`src/rtl/vga_pkg.sv`:
```
`default_nettype none
// ============================================================================
// Module   : vga_pkg
// Purpose  : Shared timing constants, helpers and types for the VGA raster
//            timing source. Defaults describe 640x480@60.
// Contents : c_* default timing constants, axis_total() and region_of()
//            helpers, sync_region_t region type.
// Revision : 1.0 - initial release
// ============================================================================
package vga_pkg;

    // Default 640x480@60 timing, in pixels (horizontal) and lines (vertical)
    localparam int unsigned c_h_visible = 640;
    localparam int unsigned c_h_fp      = 16;
    localparam int unsigned c_h_sync    = 96;
    localparam int unsigned c_h_bp      = 48;
    localparam int unsigned c_v_visible = 480;
    localparam int unsigned c_v_fp      = 10;
    localparam int unsigned c_v_sync    = 2;
    localparam int unsigned c_v_bp      = 33;
    localparam int unsigned c_frame_w   = 6;

    // Counters are 10 bits wide, so no axis may exceed this many positions
    localparam int unsigned c_axis_limit = 1024;

    typedef enum logic [1:0] {
        VISIBLE     = 2'd0,
        FRONT_PORCH = 2'd1,
        SYNC        = 2'd2,
        BACK_PORCH  = 2'd3
    } sync_region_t;

    // Total positions per axis (pixels per line or lines per frame)
    function automatic int unsigned axis_total(
        input int unsigned visible,
        input int unsigned fp,
        input int unsigned sync,
        input int unsigned bp
    );
        return visible + fp + sync + bp;
    endfunction

    // Classify one axis position into its raster region
    function automatic sync_region_t region_of(
        input logic [9:0]  pos,
        input int unsigned visible,
        input int unsigned fp,
        input int unsigned sync
    );
        int unsigned p;
        p = 32'(pos);
        if (p < visible)
            return VISIBLE;
        else if (p < visible + fp)
            return FRONT_PORCH;
        else if (p < visible + fp + sync)
            return SYNC;
        else
            return BACK_PORCH;
    endfunction

endpackage
`default_nettype wire

```
`src/rtl/vga_axis_counter.sv`:
```
`default_nettype none
// ============================================================================
// Module   : vga_axis_counter
// Purpose  : One raster axis counter, 0..TOTAL-1, advancing on step and
//            wrapping to 0. Resets to TOTAL-1 (last position of the axis).
// Ports    : clk, rst_n (sync, active-low), step (advance request),
//            value (registered count), next_value (value after this edge),
//            wrap (step taken while at TOTAL-1).
// Revision : 1.0 - initial release
// ============================================================================
module vga_axis_counter
    import vga_pkg::*;
#(
    parameter int unsigned TOTAL = 800
) (
    input  logic       clk,
    input  logic       rst_n,
    input  logic       step,
    output logic [9:0] value,
    output logic [9:0] next_value,
    output logic       wrap
);

    localparam logic [9:0] c_last = 10'(TOTAL - 1);

    logic [9:0] r_value;
    logic       w_at_last;

    assign w_at_last = (r_value == c_last);
    assign wrap      = step && w_at_last;
    assign value     = r_value;

    // next_value is exposed so the parent can decode outputs from the value
    // this register is about to take, keeping every output aligned with it.
    always_comb begin
        next_value = r_value;
        if (step) begin
            next_value = w_at_last ? 10'd0 : r_value + 10'd1;
        end
    end

    always_ff @(posedge clk) begin
        if (!rst_n) begin
            r_value <= c_last;
        end else begin
            r_value <= next_value;
        end
    end

endmodule
`default_nettype wire

```
`src/rtl/vga_timing_gen.sv`:
```
`default_nettype none
// ============================================================================
// Module   : vga_timing_gen
// Purpose  : Free-running raster timing source. Produces x/y coordinates,
//            visible-region flag, VGA syncs, line/frame start strobes and a
//            completed-frame counter. All outputs are registered and aligned.
// Ports    : clk, rst_n (sync, active-low), ena (pixel tick),
//            x, y (10-bit counters), active, hsync, vsync,
//            line_start, frame_start (one-clk strobes), frame_cnt.
// Config   : VGA_FRAME_CNT_EN - when defined, frame_cnt counts frames;
//            otherwise frame_cnt is tied to 0.
// Revision : 1.0 - initial release
// ============================================================================
module vga_timing_gen
    import vga_pkg::*;
#(
    parameter int unsigned H_VISIBLE = c_h_visible,
    parameter int unsigned H_FP      = c_h_fp,
    parameter int unsigned H_SYNC    = c_h_sync,
    parameter int unsigned H_BP      = c_h_bp,
    parameter int unsigned V_VISIBLE = c_v_visible,
    parameter int unsigned V_FP      = c_v_fp,
    parameter int unsigned V_SYNC    = c_v_sync,
    parameter int unsigned V_BP      = c_v_bp,
    parameter logic        HSYNC_POL = 1'b0,
    parameter logic        VSYNC_POL = 1'b0,
    parameter int unsigned FRAME_W   = c_frame_w
) (
    input  logic               clk,
    input  logic               rst_n,
    input  logic               ena,
    output logic [9:0]         x,
    output logic [9:0]         y,
    output logic               active,
    output logic               hsync,
    output logic               vsync,
    output logic               line_start,
    output logic               frame_start,
    output logic [FRAME_W-1:0] frame_cnt
);

    localparam int unsigned c_h_total = axis_total(H_VISIBLE, H_FP, H_SYNC, H_BP);
    localparam int unsigned c_v_total = axis_total(V_VISIBLE, V_FP, V_SYNC, V_BP);

    generate
        if (c_h_total > c_axis_limit) begin : g_h_total_too_big
            $error("vga_timing_gen: horizontal total exceeds 10-bit counter range");
        end
        if (c_v_total > c_axis_limit) begin : g_v_total_too_big
            $error("vga_timing_gen: vertical total exceeds 10-bit counter range");
        end
    endgenerate

    logic [9:0]   w_h_next;
    logic [9:0]   w_v_next;
    logic         w_h_wrap;
    logic         w_v_wrap;
    logic         w_frame_wrap;
    sync_region_t w_h_region;
    sync_region_t w_v_region;

    logic r_active;
    logic r_hsync;
    logic r_vsync;
    logic r_line_start;
    logic r_frame_start;

    vga_axis_counter #(
        .TOTAL (c_h_total)
    ) u_h_counter (
        .clk        (clk),
        .rst_n      (rst_n),
        .step       (ena),
        .value      (x),
        .next_value (w_h_next),
        .wrap       (w_h_wrap)
    );

    // The vertical axis advances only when a line completes
    vga_axis_counter #(
        .TOTAL (c_v_total)
    ) u_v_counter (
        .clk        (clk),
        .rst_n      (rst_n),
        .step       (w_h_wrap),
        .value      (y),
        .next_value (w_v_next),
        .wrap       (w_v_wrap)
    );

    // Both wraps on one edge means the raster is entering (0,0)
    assign w_frame_wrap = w_h_wrap && w_v_wrap;

    assign w_h_region = region_of(w_h_next, H_VISIBLE, H_FP, H_SYNC);
    assign w_v_region = region_of(w_v_next, V_VISIBLE, V_FP, V_SYNC);

    // Decoding the next counter values means a disabled tick re-decodes the
    // current position, so active and the syncs hold without extra gating.
    always_ff @(posedge clk) begin
        if (!rst_n) begin
            r_active      <= 1'b0;
            r_hsync       <= ~HSYNC_POL;
            r_vsync       <= ~VSYNC_POL;
            r_line_start  <= 1'b0;
            r_frame_start <= 1'b0;
        end else begin
            r_active      <= (w_h_region == VISIBLE) && (w_v_region == VISIBLE);
            r_hsync       <= (w_h_region == SYNC) ? HSYNC_POL : ~HSYNC_POL;
            r_vsync       <= (w_v_region == SYNC) ? VSYNC_POL : ~VSYNC_POL;
            r_line_start  <= w_h_wrap;
            r_frame_start <= w_frame_wrap;
        end
    end

    assign active      = r_active;
    assign hsync       = r_hsync;
    assign vsync       = r_vsync;
    assign line_start  = r_line_start;
    assign frame_start = r_frame_start;

`ifdef VGA_FRAME_CNT_EN
    // Resets to all-ones so the first frame after reset reads 0
    logic [FRAME_W-1:0] r_frame_cnt;

    always_ff @(posedge clk) begin
        if (!rst_n) begin
            r_frame_cnt <= '1;
        end else if (w_frame_wrap) begin
            r_frame_cnt <= r_frame_cnt + FRAME_W'(1);
        end
    end

    assign frame_cnt = r_frame_cnt;
`else
    assign frame_cnt = '0;
`endif

endmodule
`default_nettype wire
```
`config.mk`:
```
export PLATFORM = sky130hd
export DESIGN_NAME = vga_timing_gen
export DESIGN_NICKNAME = d
export VERILOG_FILES = /design/src/rtl/vga_pkg.sv /design/src/rtl/vga_axis_counter.sv /design/src/rtl/vga_timing_gen.sv
export SDC_FILE = /design/constraint.sdc
export NUM_CORES = 1
export LEC_CHECK = 0
export ABC_AREA = 1
export CORE_MARGIN = 2
export CORE_UTILIZATION = 45
export CTS_CLUSTER_SIZE = 20
export DETAILED_ROUTE_END_ITERATION = 8
export GPL_TIMING_DRIVEN = 0
export PLACE_DENSITY = 0.72
export REMOVE_ABC_BUFFERS = 1
export SYNTH_ARGS = -nofsm -noshare
export SYNTH_HDL_FRONTEND = slang
export SYNTH_SLANG_ARGS = --single-unit
```
`constraint.sdc`:
```
create_clock -name clk -period 4.1 [get_ports clk]
set_clock_uncertainty 0.2 [all_clocks]
set_input_delay 0.82 -clock clk [delete_from_list [all_inputs] [get_ports clk]]
set_output_delay 0.82 -clock clk [all_outputs]
set_load 0.02 [all_outputs]
```
[Word level (Yosys, flattened, before mapping)]
Cells that the tools add are included.
Word-level totals
  register bits after elaboration: 25
  word-level logic and storage cells: 37
Operators by class
  add/subtract/negate cells: 2
  order comparisons: 6
  equal/unequal tests: 4
  muxes and demuxes: 12
  reductions and logical operators: 6
Operators by type and width (number)
  two-way mux 10 bit: 4
  < comparator 10 bit, second input constant: 3
  < comparator 10 x 9 -> 1 bit, second input constant: 3
  adder 10 x 1 -> 10 bit, second input constant: 2
  == test 10 bit, second input constant: 2
  two-way mux 2 bit: 4
  == test 2 bit, second input constant: 2
  logical AND 1 bit: 4
  logical NOT 2 bit: 2
  two-way mux 1 bit: 4

[Logic depth before layout (Yosys ltp)]
Gate-level depths: netlist (run 1).
  word-level depth: 9
  gate-level depth with buffers: 12
  gate-level depth less buffers: 12

[Hierarchy]
Synthesis (run 1) repeated with hierarchy kept, for this count alone.
Unflattened totals
  cells, all modules: 234
  area, all modules: 1537.7 µm²
Modules (own cells, without submodules)
  vga_axis_counter (u_v_counter): times used 1, cells each 102, area each 650.6 µm², sequential area each 200.2 µm²
  vga_axis_counter (u_h_counter): times used 1, cells each 89, area each 595.6 µm², sequential area each 200.2 µm²
  vga_timing_gen: times used 1, cells each 43, area each 291.5 µm², sequential area each 100.1 µm²

[Least setup slack after synthesis (run 1)]
No wires, ideal clock.
  path type: in2reg
  start: in ena
  end: reg r_hsync (netlist: hsync)
  library setup time: 121 ps
  data arrival time: 1691 ps
  data required time: 3779 ps
  setup slack: 2089 ps
  cell stages on the path: 10
  buffers on the path: 1
  cell sequence: buf_6 nand2_1 nor2_1 nand3_1 nand2_1 nand2_1 nor2_1 nand3_1 nor2_1 nand3_1
On the way
  longest elaborated chain between the ends: 7
RTL lines
  from (decl): RTL line vga_timing_gen.sv:31  | input logic ena,
  two-way mux 10 bit *: RTL line vga_axis_counter.sv:37  | if (step) begin
  < comparator 10 bit: RTL line vga_pkg.sv:56  | else if (p < visible + fp + sync)
  two-way mux 1 bit: RTL line vga_pkg.sv:56
  two-way mux 2 bit: RTL line vga_pkg.sv:54  | else if (p < visible + fp)
  two-way mux 2 bit *: RTL line vga_pkg.sv:52  | if (p < visible)
  == test 2 bit *: RTL line vga_timing_gen.sv:108  | r_hsync <= (w_h_region == SYNC) ? HSYNC_POL : ~HSYNC_POL;
  two-way mux 1 bit *: RTL line vga_timing_gen.sv:108
  to (signal assigned): RTL line vga_timing_gen.sv:102  | r_hsync <= ~HSYNC_POL;
  to (signal assigned): RTL line vga_timing_gen.sv:108
  to (decl): RTL line vga_timing_gen.sv:63  | logic r_hsync;
Every way passes the cells marked *; elsewhere a longest branch is shown, timed or not.
A chain may end at the register's enable or synchronous reset.

[Worst setup path in the final report (run 1)]
  start: reg u_v_counter.r_value[8] (netlist: u_v_counter.value[8])
  end: out y[8]
RTL lines
  from (decl): RTL line vga_axis_counter.sv:26  | logic [9:0] r_value;
  from (signal assigned): RTL line vga_axis_counter.sv:44  | r_value <= c_last;
  from (signal assigned): RTL line vga_axis_counter.sv:46  | r_value <= next_value;
  to (decl): RTL line vga_timing_gen.sv:33  | output logic [9:0] y,
No word-level cell between the ends.

==> reports/qor.csv, run 1 <==
stage,metric,value,unit
cells_and_area,fill cell total of the finished layout,358,
worst_setup_path,"critical path, cell by cell",clkdlybuf4s50_1,
clock_network,clock root buffer,clkbuf_4,
hold_path,Min-Delay Path Class,reg2reg,
sta,Post-Route Setup TNS,0,ps
worst_setup_path,CP endpoint kind,primary output,
placement,I/O Buffers,27,
clock_network,post-CTS setup buffer count,0,
drt,first drt pass iteration count,4,
logic_synthesis,Synth Cell Area,0.001577,sq mm
placement,dpl cells,307,
cells_and_area,Post-Layout Cell Count,311,
logic_synthesis,ys async rst share,0,%
drt,wire per inst,10.62,um
logic_synthesis,Synth Warn #,0,
cells_and_area,Multi-input gate area,903.4,sq um
clock_network,Sinks on Clock Net,25,
drt,Antenna Violating Nets Remaining,0,
worst_setup_path,crit path kind,reg2out,
floorplan,Die W,63.19,um
global_route,remaining global-route overflow,0,
clock_network,clk slew on worst S/H paths,140,ps
cells_and_area,final instance area,0.001882,sq mm
placement,GPL Wtd Cong,0.8530,
drt,DRC,0,
logic_synthesis,post-synth top area cell,dfxtp_1,
clock_network,CTS Buf Count,3,
sta,unrepaired setup endpoints after global routing,false,
global_route,first-pass GRT wire length,5.733,mm
power_and_ir_drop,total power,0.6739,mW
sta,max-slew violation count,0,
sta,Tcrit/Tclk final,61.34,%
cells_and_area,Antenna Cells,0,
sta,Worst Max-Slew Pin Slew,541.9,ps
logic_synthesis,most common cell in the netlist,nand2_1,
worst_setup_path,critical path's slowest cell,clkdlybuf4s50_1,
sta,worst rel slew slack,63.83,%
floorplan,die height,63.19,um
clock_network,clk_lat worst skew,340,ps
worst_setup_path,worst reg2reg endpoint,vsync$_SDFF_PN1_,
floorplan,Starting Density,46.87,%
drt,routed wire length,3.302,mm
floorplan,total I/O pin count,34,
logic_synthesis,Synth Instances,239,
hold_path,hold_sp,u_v_counter.value[0]$_SDFFE_PN0N_,
global_route,largest net degree at the start of global routing,17,
cells_and_area,synthesis-to-finish area growth,19.36,%
power_and_ir_drop,LEAKAGE,0.9053,nW
floorplan,# rows,21,
clock_network,Post-CTS Hold Buffers,0,
worst_setup_path,Critical path buffers and inverters,1,
clock_network,H-tree Lvls,1,
hold_path,sink of the worst hold path,u_v_counter.value[0]$_SDFFE_PN0N_,
clock_network,CTS max path bufs,2,
worst_setup_path,Critical Path Max Stage Delay,660,ps
global_route,initial antenna violation count,0,
cells_and_area,share of cells above drive strength 1,8.679,%
logic_synthesis,most frequent cells after synthesis,"nand2_1 (65), nor2_1 (39), inv_1 (30), dfxtp_1 (25), nand3_1 (17)",
global_route,number of global-route vias before repair,1225,
power_and_ir_drop,PwrDens,358.1,mW/mm^2
sta,final hold viol count,0,
sta,post-layout min period,2515,ps
floorplan,DIE AREA,0.003993,sq mm
worst_setup_path,required time of the critical path,3080,ps
logic_synthesis,"Seq/Total Area, Yosys",31.75,%
worst_setup_path,internal reg-to-reg setup slack,2080,ps
worst_setup_path,Crit Reg-Reg Startpoint,u_h_counter.value[0]$_SDFFE_PN1P_,
placement,dpl hpwl,2.492,mm
logic_synthesis,number of synthesized flops with an enable pin,0,
hold_path,hold depth,2,
worst_setup_path,Critical Path Start Type,flop,
power_and_ir_drop,Worst VDD drop,0.1470,mV
drt,via count,1449,
logic_synthesis,Synth area leaders,"dfxtp_1 (32%), nand2_1 (15%), nor2_1 (9.3%)",
placement,cell area after placement,0.001852,sq mm
global_route,Total GRT Usage,17.66,%
logic_synthesis,register bit total from synthesis,25,
worst_setup_path,Reg2Reg Depth,10,
job,max-cap viol count,0,
drt,Iter 0 DRT Violations,58,
clock_network,cts repair resizes,0,
drt,vias per cell,4.659,
cells_and_area,nets,272,
logic_synthesis,post-synth top area share,31.75,%
floorplan,CORE AREA,0.003363,sq mm
logic_synthesis,Avg Inst Size Synth,6.596,sq um
cells_and_area,Reg area,500.5,sq um
status,status,completed,
logic_synthesis,synth unique cells,33,
worst_setup_path,Worst EP arrival,1490,ps
sta,# setup viols final,0,
logic_synthesis,main flop type after synthesis,dfxtp_1,
clock_network,CTS tree,done,
worst_setup_path,critical path peak fanout,9,
sta,FMAX,0.3976,GHz
worst_setup_path,cell family with most CP delay,buffers and inverters,
## worst max-delay path by stage
stage | from | endpoint | slack [ps] | cells after the start
floorplan | u_h_counter.value[0]$_SDFFE_PN1P_ | vsync$_SDFF_PN1_ | 2190 | 10
global placement | ena | hsync$_SDFF_PN1_ | 1290 | 10
detailed placement | ena | hsync$_SDFF_PN1_ | 1250 | 10
CTS | u_v_counter.value[8]$_SDFF_PN0_ | y[8] | 1590 | 1
global route | ena | hsync$_SDFF_PN1_ | 1460 | 10
finish | u_v_counter.value[8]$_SDFF_PN0_ | y[8] | 1590 | 1
## power by group
group	internal (mW)	leakage, nW	switching (mW)	total (mW)
combinational	0.0991	0.687	0.163	0.262
sequential	0.265	0.204	0.0279	0.293
clock	0.0374	0.0139	0.0816	0.119
total	0.401	0.905	0.273	0.674
## cell type report
type / count / share of cell area (%)
multi-input combinational: 177 / 48.01
sequential: 25 / 26.60
tap: 46 / 3.059
clock inverter: 1 / 0.3989
timing repair buffer: 27 / 14.36
inverter: 32 / 6.383
clock buffer: 3 / 1.197
## metal layers
| metal | wire length (um) | global-route usage (%) |
|---|---|---|
| met1 | 1784 | 26.47 |
| met2 | 1395 | 26.60 |
| met3 | 72 | 1.071 |
| met4 | 49 | 6.522 |
| met5 | 0 | 0 |
## through the flow
stage               worst slack, ps  hold slack, ps  util (%)
floorplan                      2187           420.8         -
global placement               1290           339.8     55.06
detailed placement             1253           356.2     55.06
CTS                            1587           388.9     55.95
global route                   1462           407.7     55.95
finish                         1585           385.6     55.95
## sequential cells by signal, indices dropped and copies added, names as in the netlist
signal and count:
u_h_counter.value 10, hsync 1, active 1, vsync 1, u_v_counter.value 10, line_start 1, frame_start 1
## cells in the final DEF, fill, tap and decap left out
cell type        instances
nor2_2                   3
nand4_1                  4
nor3_1                   1
nand2_2                  4
nand2b_1                 1
clkbuf_4                 3
inv_1                   30
o21ai_1                  2
and3_1                   1
o21ai_0                  8
nand3_1                 17
nand4_4                  1
nand3_4                  1
a21oi_1                  3
nor2_1                  39
a31oi_1                  1
nand2_4                  1
nor2_4                   1
nor2_8                   2
nand3_2                  3
o21ai_2                  1
dfxtp_1                 25
o211ai_1                 1
inv_2                    2
or2_1                    1
clkinvlp_4               1
ha_1                     3
nand3b_1                 3
clkdlybuf4s50_1         27
nand2_1                 65
xor2_1                   3
a211oi_1                 1
conb_1                   6
## kinds of logic after synthesis
| kind of cell | count (synthesis) | share of synthesized area, % |
|---|---|---|
| AOI/OAI and AO/OA | 17 | 6.032 |
| adders and majority gates | 3 | 2.381 |
| DFF | 25 | 31.75 |
| other | 1 | 0.2379 |
| buffers and inverters | 42 | 12.14 |
| and+or+nand+nor | 148 | 45.79 |
| xor gates and xnor gates | 3 | 1.667 |
Note: power is estimated with default switching activity, not from simulation.
==> run 2: changes to the inputs <==
--- a/config.mk
+++ b/config.mk
@@ -11,7 +11,7 @@
 export CTS_CLUSTER_SIZE = 20
 export DETAILED_ROUTE_END_ITERATION = 8
 export GPL_TIMING_DRIVEN = 0
-export PLACE_DENSITY = 0.72
+export PLACE_DENSITY = 0.75
 export REMOVE_ABC_BUFFERS = 1
 export SYNTH_ARGS = -nofsm -noshare
 export SYNTH_HDL_FRONTEND = slang
==> constraint.sdc (replaced) <==
create_clock -name clk -period 2.2 [get_ports clk]
set_clock_uncertainty 0.2 [all_clocks]
set_input_delay 0.44 -clock clk [delete_from_list [all_inputs] [get_ports clk]]
set_output_delay 0.44 -clock clk [all_outputs]
set_load 0.02 [all_outputs]
==> run 2 against run 1 <==
  * Utilization is 0.11 points higher
  * Hold slack lost 32 ps
  * Die area is the same
  * Sequential share of layout area about the same
  * Highest routed layer unchanged
==> reports/qor.csv, run 2 (same netlist as run 1, synthesis figures left out) <==
stage,metric,value,unit,change
global_route,Total GRT Usage,17.56,%,-0.11 points
cells_and_area,Antenna Cells,0,,unchanged
global_route,number of global-route vias before repair,1311,,+7.0%
global_route,remaining global-route overflow,0,,unchanged
worst_setup_path,critical path's slowest cell,clkdlybuf4s50_1,,
global_route,initial antenna violation count,0,,unchanged
global_route,first-pass GRT wire length,5.747,mm,+0.24%
sta,FMAX,0.4706,GHz,
floorplan,DIE AREA,0.003993,sq mm,unchanged
clock_network,clk_lat worst skew,330,ps,about the same
drt,DRC,0,,unchanged
sta,Tcrit/Tclk final,96.59,%,
sta,post-layout min period,2125,ps,
power_and_ir_drop,PwrDens,663.6,mW/mm^2,+85%
clock_network,CTS Buf Count,3,,unchanged
cells_and_area,synthesis-to-finish area growth,19.60,%,
sta,Final Hold Slack,353.2,ps,-32.38 ps
floorplan,total I/O pin count,34,,unchanged
drt,Antenna Violating Nets Remaining,0,,unchanged
drt,first drt pass iteration count,4,,unchanged
power_and_ir_drop,Clk pwr share,17.4,%,-0.3 points
power_and_ir_drop,Gate power share,39.2,%,+0.3 points
sta,final hold viol count,0,,unchanged
placement,GPL Wtd Cong,0.8485,,-0.53%
sta,# setup viols final,0,,unchanged
cells_and_area,Layout Utilization,56.06,%,+0.11 points
worst_setup_path,Worst EP arrival,1490,ps,about the same
cells_and_area,Reg area,501.7,sq um,+0.25%
power_and_ir_drop,internal power,0.7473,mW,+86%
drt,via count,1466,,+1.2%
floorplan,die height,63.19,um,unchanged
clock_network,Sinks on Clock Net,25,,unchanged
drt,routed wire length,3.294,mm,-0.24%
power_and_ir_drop,LEAKAGE,0.9149,nW,+1.1%
hold_path,Min-Delay Path Class,in2reg,,
clock_network,clock root buffer,clkbuf_4,,
worst_setup_path,Critical Path Start Type,flop,,
worst_setup_path,Critical Path Max Stage Delay,660,ps,about the same
clock_network,post-CTS setup buffer count,0,,unchanged
power_and_ir_drop,P_sw,0.5040,mW,+85%
cells_and_area,nets,272,,unchanged
cells_and_area,Multi-input gate area,903.4,sq um,unchanged
power_and_ir_drop,Sw Share,40.28,%,-0.19 points
worst_setup_path,CP endpoint kind,primary output,,
worst_setup_path,"critical path, cell by cell",clkdlybuf4s50_1,,
power_and_ir_drop,Worst VDD drop,0.2867,mV,+95%
drt,Iter 0 DRT Violations,66,,+14%
worst_setup_path,cell family with most CP delay,buffers and inverters,,
worst_setup_path,Critical path buffers and inverters,1,,unchanged
global_route,largest net degree at the start of global routing,17,,unchanged
sta,unrepaired setup endpoints after global routing,false,,
worst_setup_path,crit path kind,reg2out,,
job,max-cap viol count,0,,unchanged
power_and_ir_drop,Reg power frac,43.5,%,about the same
cells_and_area,"most common cell after layout, fill and taps aside",nand2_1,,
sta,worst rel slew slack,63.04,%,-0.80 points
floorplan,Starting Density,46.87,%,unchanged
drt,wire per inst,10.59,um,-0.24%
clock_network,clk slew on worst S/H paths,150,ps,about the same
sta,max-slew violation count,0,,unchanged
worst_setup_path,critical path peak fanout,8,,-1
cells_and_area,share of cells above drive strength 1,9.057,%,+0.38 points
floorplan,CORE AREA,0.003363,sq mm,unchanged
placement,I/O Buffers,27,,unchanged
cells_and_area,most frequent cells in the layout,"nand2_1 (65), nor2_1 (39), inv_1 (30)",,
cells_and_area,fill cell total of the finished layout,359,,+0.28%
clock_network,H-tree Lvls,1,,unchanged
drt,vias per cell,4.714,,+1.2%
clock_network,CTS max path bufs,2,,unchanged
status,status,completed,,
worst_setup_path,required time of the critical path,1560,ps,-1520 ps
sta,Worst Max-Slew Pin Slew,553.8,ps,+11.91 ps
floorplan,# rows,21,,unchanged
placement,dpl hpwl,2.500,mm,+0.30%
floorplan,Die W,63.19,um,unchanged
clock_network,CTS tree,done,,
## run 2: changes by cell type in the layout (fill, tap and decap cells not counted), sizes merged
cell           previous run  this run
clkdlybuf4s50            27        26
dlymetal6s2s              0         1
## run 2: worst reg2reg max path, stage by stage, from the launching register on
cell	delay, ps
dfxtp_1	450
ha_1	240
nand2_2	100
nor2_8	150
nand3_2	210
nand2_1	110
o21ai_0	120
nor2_1	140
nand2_1	80
nor2_1	120
nand2_1	60
## run 2: worst paths after layout
check,from,endpoint,slack [ps],depth (start not counted)
worst max register to register,u_h_counter.value[0]$_SDFFE_PN1P_,vsync$_SDFF_PN1_,130,10
worst max-delay path,u_v_counter.value[2]$_SDFF_PN1_,y[2],70,1
worst min register to register,u_v_counter.value[8]$_SDFF_PN0_,u_v_counter.value[8]$_SDFF_PN0_,370,2
worst min-delay path,ena,u_h_counter.value[1]$_SDFFE_PN1P_,350,3
## run 2: repair_timing
item / CTS / global route
resized for setup: 0 / 2
endpoints found under the setup margin: 0 / 2
hold buffers: 0 / 0
## run 2: per-layer routing
layer	track usage, %	share of wire (%)	vias up	routed length, um
met3	1.786	3.5	4	115
met1	24.56	50	646	1656
met5	0	0	-	0
met4	6.522	1.2	0	38
met2	27.93	45	32	1485
li1	-	-	784	-
## run 2: per-stage QoR
| stage | power (mW) | cell area [sq um] | cells | TNS [ps] | worst slack (ps) |
|---|---|---|---|---|---|
| CTS | 1.263 | 1882 | 311 | 0 | 65.16 |
| detailed placement | 1.045 | 1852 | 307 | -560.0 | -247.3 |
| finish | 1.251 | 1886 | 311 | 0 | 74.94 |
| global placement | 1.038 | 1852 | 307 | -469.7 | -207.5 |
| global route | 1.351 | 1886 | 311 | 0 | 6.541 |
| floorplan | 0.8930 | 1524 | 234 | 0 | 287.1 |
## run 2: power by group through the flow
stage / clock network [mW] / registers [mW] / logic [mW]
3_3_place_gp: 0 / 0.555 / 0.484
3_5_place_dp: 0 / 0.554 / 0.491
6_report: 0.217 / 0.544 / 0.490
2_1_floorplan: 0 / 0.596 / 0.297
5_1_grt: 0.248 / 0.552 / 0.551
4_1_cts: 0.226 / 0.544 / 0.493
## run 2: cell type report
type / count / share of cell area, %
multi-input combinational: 177 / 47.91
timing repair buffer: 27 / 14.47
clock buffer: 3 / 1.194
clock inverter: 1 / 0.3981
inverter: 32 / 6.370
sequential: 25 / 26.61
tap: 46 / 3.052
